==> config.mk <==
export PLATFORM = sky130hd
export DESIGN_NAME = instr_fetch_unit
export DESIGN_NICKNAME = d
export VERILOG_FILES = /design/src/rtl/instr_fetch_unit_pkg.sv /design/src/rtl/instr_fetch_unit.sv
export SDC_FILE = /design/constraint.sdc
export NUM_CORES = 1
export LEC_CHECK = 0
export BUFFER_PORTS_ARGS = -buffer_cell sky130_fd_sc_hd__buf_2
export CORE_MARGIN = 4
export CORE_UTILIZATION = 30
export DETAILED_ROUTE_END_ITERATION = 16
export PLACE_DENSITY = 0.53
export SLEW_MARGIN = 20
export SYNTH_ARGS = -nofsm -noshare
export SYNTH_HDL_FRONTEND = slang
export SYNTH_SLANG_ARGS = --single-unit
==> constraint.sdc <==
create_clock -name clk -period 1.8 [get_ports clk]
set_input_delay 0.36 -clock clk [delete_from_list [all_inputs] [get_ports clk]]
set_output_delay 0.36 -clock clk [all_outputs]
set_load 0.05 [all_outputs]
==> src/rtl/instr_fetch_unit_pkg.sv <==
// Shared definitions for the fetch stage and its neighbours (decoder and PC wrappers).
// Holds the fetch FSM encoding and the default datapath widths.
package instr_fetch_unit_pkg;

  localparam int ADDR_W_DFLT  = 16;
  localparam int INSTR_W_DFLT = 16;

  typedef enum logic [1:0] {
    IDLE = 2'd0,
    REQ  = 2'd1,
    WAIT = 2'd2,
    HOLD = 2'd3
  } fetch_state_e;

  // Where the FSM goes once the current fetch is finished or abandoned.
  function automatic fetch_state_e resume_state_f(input logic en);
    return en ? REQ : IDLE;
  endfunction

endpackage

==> src/rtl/instr_fetch_unit.sv <==
// Fetch stage: issues one memory read per PC value, captures the response and hands
// the instruction with its address to the decoder; branch flushes discard in-flight work.
module instr_fetch_unit
  import instr_fetch_unit_pkg::*;
#(
  parameter int ADDR_W  = ADDR_W_DFLT,
  parameter int INSTR_W = INSTR_W_DFLT
) (
  input  logic               clk,
  input  logic               rst,
  input  logic               en,
  input  logic [ADDR_W-1:0]  pc,
  output logic               pc_inc,
  input  logic               flush,
  output logic               mem_req_valid,
  input  logic               mem_req_ready,
  output logic [ADDR_W-1:0]  mem_req_addr,
  input  logic               mem_rsp_valid,
  input  logic [INSTR_W-1:0] mem_rsp_data,
  output logic               ir_valid,
  input  logic               ir_ready,
  output logic [INSTR_W-1:0] ir_data,
  output logic [ADDR_W-1:0]  ir_pc
);

  fetch_state_e      state;
  fetch_state_e      resume_state;
  logic              discard;
  logic [ADDR_W-1:0] fetch_pc;
  logic              req_hs;
  logic              ir_hs;

  // A flush cycle never issues or presents anything: the PC is reloading on this edge.
  assign mem_req_valid = (state == REQ) && !flush;
  assign mem_req_addr  = pc;
  assign req_hs        = mem_req_valid && mem_req_ready;
  assign pc_inc        = req_hs;
  assign ir_valid      = (state == HOLD) && !flush;
  assign ir_hs         = ir_valid && ir_ready;
  assign resume_state  = resume_state_f(en);

  always_ff @(posedge clk or posedge rst) begin
    if (rst) begin
      state    <= IDLE;
      discard  <= 1'b0;
      fetch_pc <= '0;
      ir_data  <= '0;
      ir_pc    <= '0;
    end else begin
      case (state)
        IDLE: begin
          if (en && !flush) state <= REQ;
        end
        REQ: begin
          if (req_hs) begin
            state    <= WAIT;
            fetch_pc <= pc;
            discard  <= 1'b0;
          end else if (!flush && !en) begin
            state <= IDLE;
          end
        end
        WAIT: begin
          // The response to a flushed fetch still arrives and must be swallowed.
          if (mem_rsp_valid) begin
            if (discard || flush) begin
              state <= resume_state;
            end else begin
              ir_data <= mem_rsp_data;
              ir_pc   <= fetch_pc;
              state   <= HOLD;
            end
          end else if (flush) begin
            discard <= 1'b1;
          end
        end
        HOLD: begin
          if (flush || ir_hs) state <= resume_state;
        end
        default: state <= IDLE;
      endcase
    end
  end

endmodule

==> results_dict.tcl, run 1 <==
set metrics [dict create \
    root_buffer "clkbuf_8" \
    die_w_um 95.6 \
    initial_core_util 0.312 \
    synth_edf_count 0 \
    synthArstFlopShare 1.00 \
    vias 1414 \
    ant_nets 0 \
    routabilityCongestion 0.770 \
    io_buffers 89 \
    cp-end-kind "output port" \
    antenna_found_initial 0 \
    setup_viol 0 \
    diodes 0 \
    crit_path_max_fanout 7 \
    num_rows 31 \
    syn-cell-area_um2 2300 \
    rsz0062_at_grt "false" \
    powerDensity_nw_per_um2 1820 \
    start_kind "register" \
    track_usage 0.0998 \
    dp_cells 325 \
    grt_max_degree 52 \
    yosys_register_bits 51 \
    coreArea_um2 7370 \
    tightest_slew_ns 0.356 \
    drt_iter0_drc 19 \
    synth_ff_type "dfrtp_1" \
    maxCapViolations 0 \
    grt_pass1_wl_mm 7.02 \
    crit_chain "nand2b_1 > or2_4 > inv_6 > buf_8" \
    htree_num_levels 2 \
    fin_setup_tns_ns 0 \
    crit_path_top_delay_cell "dfrtp_1" \
    first_global_vias 1428 \
    syn_to_final_growth_pct 25.4 \
    post-route-min-period_ns 1.72 \
    stdcell_count 333 \
    fin_crit_sh 0.956 \
    irDropWorstVdd_uv 480 \
    cp_slowest_stage_delay_ns 0.39 \
    cts_buffers 5 \
    final_util 0.391 \
    p_leak_nw 1.55 \
    drc 0 \
    ys.warnings.count 0 \
    r2r_slack_ns 0.24 \
    fin_nets 272 \
    cts_setup_buffers 0 \
    layout-drive-gt1-share 0.650 \
    required_ns 1.44 \
    io_pins 90 \
    clk_latency_ns 0.30 \
    rr_worst_depth 5 \
    hpwlAfterDp_mm 3.35 \
    hold_buffers 0 \
    cts_tree "yes" \
    crit_start "state[1]" \
    cp_data_arrival_time_ns 1.36 \
    cts_sinks 51 \
    reg2reg_from "state[1]" \
    synthCells 150 \
    relSlewSlack 0.762 \
    first_pass_iters 4 \
    wl_per_cell_um 13.8 \
    fin_ws_ns 0.0797 \
    synth_cell_type_count 25 \
    ys_seq_area_frac 0.555 \
    die-area_um2 9130 \
    cts_resized 3 \
    reg2reg_to "ir_data[12]" \
    min_path_type "input port to async pin" \
    status "finished, final reports clean" \
    routed_via_density 4.25 \
    crit_end "pc_inc" \
    path_clk_slew_ns 0.09 \
    place_ws_ns 0.104 \
    fp.dieH_um 95.6 \
    cts_buffer_depth 2 \
    syn_nets 189 \
    fmax_mhz 581 \
    total_power_w 0.00525 \
    avgSynthCellArea_um2 15.3 \
    routed_wl_mm 4.60 \
    grt-ovfl-total 0 \
    hold_viol_final 0 \
    critPathKind "register to output port" \
    drv_slew 0 \
    clock_skew_ns 0.00807 \
]
-- how the worst min path moves through the flow --
stage / start / to / slack, ns / depth (start not counted)
2_1_floorplan: fetch_pc[1] / fetch_pc[1] / 0.45 / 1
3_3_place_gp: rst / ir_data[14] / 0.43 / 3
3_5_place_dp: rst / ir_data[11] / 0.43 / 3
4_1_cts: rst / ir_data[14] / 0.09 / 3
5_1_grt: rst / ir_data[4] / 0.11 / 3
6_report: rst / fetch_pc[1] / 0.09 / 3
-- per-stage QoR --
step / instance area [um^2] / hold slack [ns]
after global routing: 2880 / 0.110
after detailed placement: 2770 / 0.430
final: 2880 / 0.0923
after floorplan: 2300 / 0.454
after global placement: 2770 / 0.434
after CTS: 2870 / 0.0923
-- worst max-delay path: cells and delay by family (launching register included) --
family	cells	cell delay, ns
flip-flops	1	0.39
buffers and inverters	2	0.25
AND/OR/NAND/NOR	2	0.42
-- cells in the mapped netlist (2+ instances only) --
cell type | number | area [um^2]
nor2_1 | 3 | 11.3
mux2_1 | 9 | 101
buf_6 | 4 | 45.0
mux2_4 | 30 | 450
buf_4 | 17 | 128
mux2_2 | 9 | 101
o21ai_0 | 3 | 15.0
nor3b_1 | 3 | 22.5
dfrtp_1 | 51 | 1280
nand2b_1 | 3 | 18.8
inv_1 | 2 | 7.51
a21oi_1 | 2 | 10.0
a31oi_1 | 2 | 12.5
-- cell families (layout without fill, tap and decap cells) --
group / count (synthesis) / after routing / synth area share
compound gates: 10 / 10 / 0.0277
buf+inv: 25 / 109 / 0.0832
flops: 51 / 51 / 0.555
mux: 48 / 48 / 0.284
simple gates: 16 / 16 / 0.0501
-- flip-flops by register name (all words and copies together), names as in the netlist --
register	cells
ir_pc	16
ir_data	16
fetch_pc	16
state	2
discard	1
-- where the power goes --
group	leakage, nW	total [W]	switching [W]	internal (W)
clock	0.0412	0.000635	0.000363	0.000272
sequential	0.640	0.00195	0.000281	0.00167
combinational	0.867	0.00266	0.00171	0.000953
total	1.55	0.00525	0.00235	0.00290
-- cells in the final DEF (no fill, tap or decap), drive strengths merged --
| cell | Yosys | layout |
|---|---|---|
| dfrtp | 51 | 51 |
| clkbuf | 0 | 6 |
| a21oi | 2 | 2 |
| a2bb2oi | 1 | 1 |
| a31oi | 2 | 2 |
| clkinv | 0 | 1 |
| clkinvlp | 0 | 1 |
| or2 | 1 | 1 |
| nor3b | 3 | 3 |
| nor2b | 1 | 1 |
| mux2 | 48 | 48 |
| nand2b | 3 | 3 |
| buf | 22 | 98 |
| and2 | 1 | 1 |
| nand2 | 2 | 2 |
| nand3b | 1 | 1 |
| nor4b | 1 | 1 |
| inv | 3 | 3 |
| o21ba | 1 | 1 |
| a211oi | 1 | 1 |
| o21ai | 3 | 3 |
| nor2 | 3 | 3 |
-- per-layer routing --
layer / global-route usage / up-vias / share of wire
met4: 0.0391 / 0 / 0.015
met2: 0.162 / 53 / 0.47
li1: - / 670 / -
met5: 0 / - / 0
met1: 0.128 / 683 / 0.45
met3: 0.0237 / 8 / 0.071
-- area by class of cell --
type	count	area [um^2]
Timing Repair Buffer	98	546
Sequential cell	51	1280
Clock inverter	2	12.5
Tap cell	99	124
Multi-Input combinational cell	74	835
Fill cell	715	4490
Clock buffer	6	72.6
Inverter	3	16.3
(Power assumes the default switching activity.)
==> run 2, diff against run 1 <==
- CORE_ASPECT_RATIO: default -> 1.4
==> run 2 against run 1 <==
Power up 3.7%; critical path depth unchanged; highest routed layer unchanged; largest power group unchanged; clock-buffer cell count unchanged; cell count down 0.60%; hold slack worse by 0.028 ns; sequential share of layout area down 0.49 points; design area up 1.1%; global-route usage up 0.65 points; clock skew down 0.0035 ns; setup slack worse by 0.019 ns; non-clock buffer count unchanged.
==> results_dict.tcl, run 2 (synthesis results as in run 1) <==
set metrics [dict create \
    status "finished, final reports clean" \
    crit_path_max_fanout 6 \
    clock_skew_ns 0.00454 \
    cts_sinks 51 \
    fin_setup_tns_ns 0 \
    min_path_type "input port to async pin" \
    drc 0 \
    cp_data_arrival_time_ns 1.38 \
    cts_buffer_depth 2 \
    hpwlAfterDp_mm 3.52 \
    register_area_um2 1280 \
    required_ns 1.44 \
    root_buffer "clkbuf_8" \
    drt_iter0_drc 25 \
    fill_cells 729 \
    critPathKind "register to output port" \
    path_buf_inv 2 \
    ant_nets 0 \
    cts_tree "yes" \
    fp.dieH_um 112 \
    reg2reg_to "ir_data[10]" \
    die_w_um 82.0 \
    hold_viol_final 0 \
    path_depth 4 \
    diodes 0 \
    rr_worst_depth 5 \
    first_pass_iters 4 \
    routabilityCongestion 0.789 \
    wl_per_cell_um 14.0 \
    total_power_w 0.00544 \
    dp_cells 321 \
    layout-drive-gt1-share 0.650 \
    setup_viol 0 \
    reg.largest.list "fetch_pc: 16 flops, ir_data: 16 flops, ir_pc: 16 flops" \
    htree_num_levels 2 \
    clk_latency_ns 0.29 \
    initial_core_util 0.310 \
    r2r_slack_ns 0.13 \
    hold_buffers 0 \
    final_common_cell "buf_2" \
    routed_wl_mm 4.64 \
    antenna_found_initial 0 \
    tightest_slew_ns 0.454 \
    grt-ovfl-total 0 \
    p_leak_nw 1.57 \
    path_clk_slew_ns 0.09 \
    fmax_mhz 575 \
    routed_via_density 4.30 \
    post-route-min-period_ns 1.74 \
    crit_end "ir_valid" \
    fin_crit_sh 0.966 \
    num_rows 37 \
    io_pins 90 \
    powerDensity_nw_per_um2 1870 \
    crit_family "flip-flops" \
    cp_slowest_stage_delay_ns 0.44 \
    maxCapViolations 0 \
    first_global_vias 1479 \
    final_cell_mix "buf_2, dfrtp_1, mux2_4" \
    crit_start "state[0]" \
    crit_chain "buf_4 > nor2b_1 > and2_1 > buf_4" \
    syn_to_final_growth_pct 26.8 \
    grt_pass1_wl_mm 7.44 \
    io_buffers 89 \
    vias 1424 \
    relSlewSlack 0.697 \
    cts_buffers 5 \
    coreArea_um2 7410 \
    path_common_cell "buf_4" \
    reg2reg_from "state[0]" \
    start_kind "register" \
    rsz0062_at_grt "true" \
    irDropWorstVdd_uv 893 \
    drv_slew 0 \
    die-area_um2 9150 \
    track_usage 0.106 \
    grt_max_degree 33 \
    stdcell_count 331 \
    crit_path_top_delay_cell "dfrtp_2" \
    cp-end-kind "output port" \
    multi_input_area_um2 832 \
    fin_nets 272 \
]
-- run 2: cell count changes in the layout (fill, tap and decap cells not counted), sizes merged --
cell	before	now
clkinvlp	1	0
bufinv	0	1
-- run 2: metal layers --
| layer | vias up | share of wire | routed length (um) | track usage |
|---|---|---|---|---|
| met2 | 48 | 0.51 | 2350 | 0.175 |
| li1 | 669 | - | - | - |
| met4 | 0 | 0.011 | 53 | 0.0366 |
| met1 | 702 | 0.42 | 1960 | 0.133 |
| met5 | - | 0 | 0 | 0 |
| met3 | 5 | 0.060 | 276 | 0.0267 |
-- run 2: stage by stage --
stage / utilization / setup slack [ns] / hold WS, ns / cell area, um^2
floorplan: - / 0.210 / 0.454 / 2300
CTS: 0.391 / 0.0312 / 0.0683 / 2890
finish: 0.394 / 0.0606 / 0.0643 / 2920
detailed placement: 0.373 / 0.0937 / 0.400 / 2770
global route: 0.394 / -0.00000866 / 0.0814 / 2920
global placement: 0.373 / 0.126 / 0.400 / 2770
-- run 2: final cells by class --
type | instances | area share
timing repair buffer | 98 | 0.189
clock buffer | 6 | 0.0283
clock inverter | 2 | 0.0120
inverter | 3 | 0.00558
tap | 97 | 0.0416
sequential | 51 | 0.438
multi-input combinational | 74 | 0.285
-- run 2: what timing repair did --
action                     4_1_cts  5_1_grt
gates resized for setup          4        2
setup buffers                    0        2
pin swaps                        0        0
setup endpoints to repair        2        2
-- run 2: how the worst min path moves through the flow --
stage | end | slack [ns] | depth (start not counted)
final | ir_pc[9] | 0.06 | 2
after global routing | ir_pc[9] | 0.08 | 2
after CTS | fetch_pc[12] | 0.07 | 2
after detailed placement | ir_pc[10] | 0.40 | 2
after global placement | ir_pc[9] | 0.40 | 2
after floorplan | fetch_pc[1] | 0.45 | 1
-- run 2: worst register-to-register path: stages (launching register included) --
cell	delay, ns
dfrtp_2	0.44
buf_4	0.15
nor4b_4	0.28
nand2_2	0.12
buf_4	0.24
mux2_4	0.33
-- run 2: power breakdown --
group          internal (W)  switching [W]  leakage [nW]
Sequential          0.00167       0.000291         0.640
Clock              0.000450       0.000366        0.0612
Combinational      0.000960        0.00170         0.870
Total               0.00308        0.00236          1.57
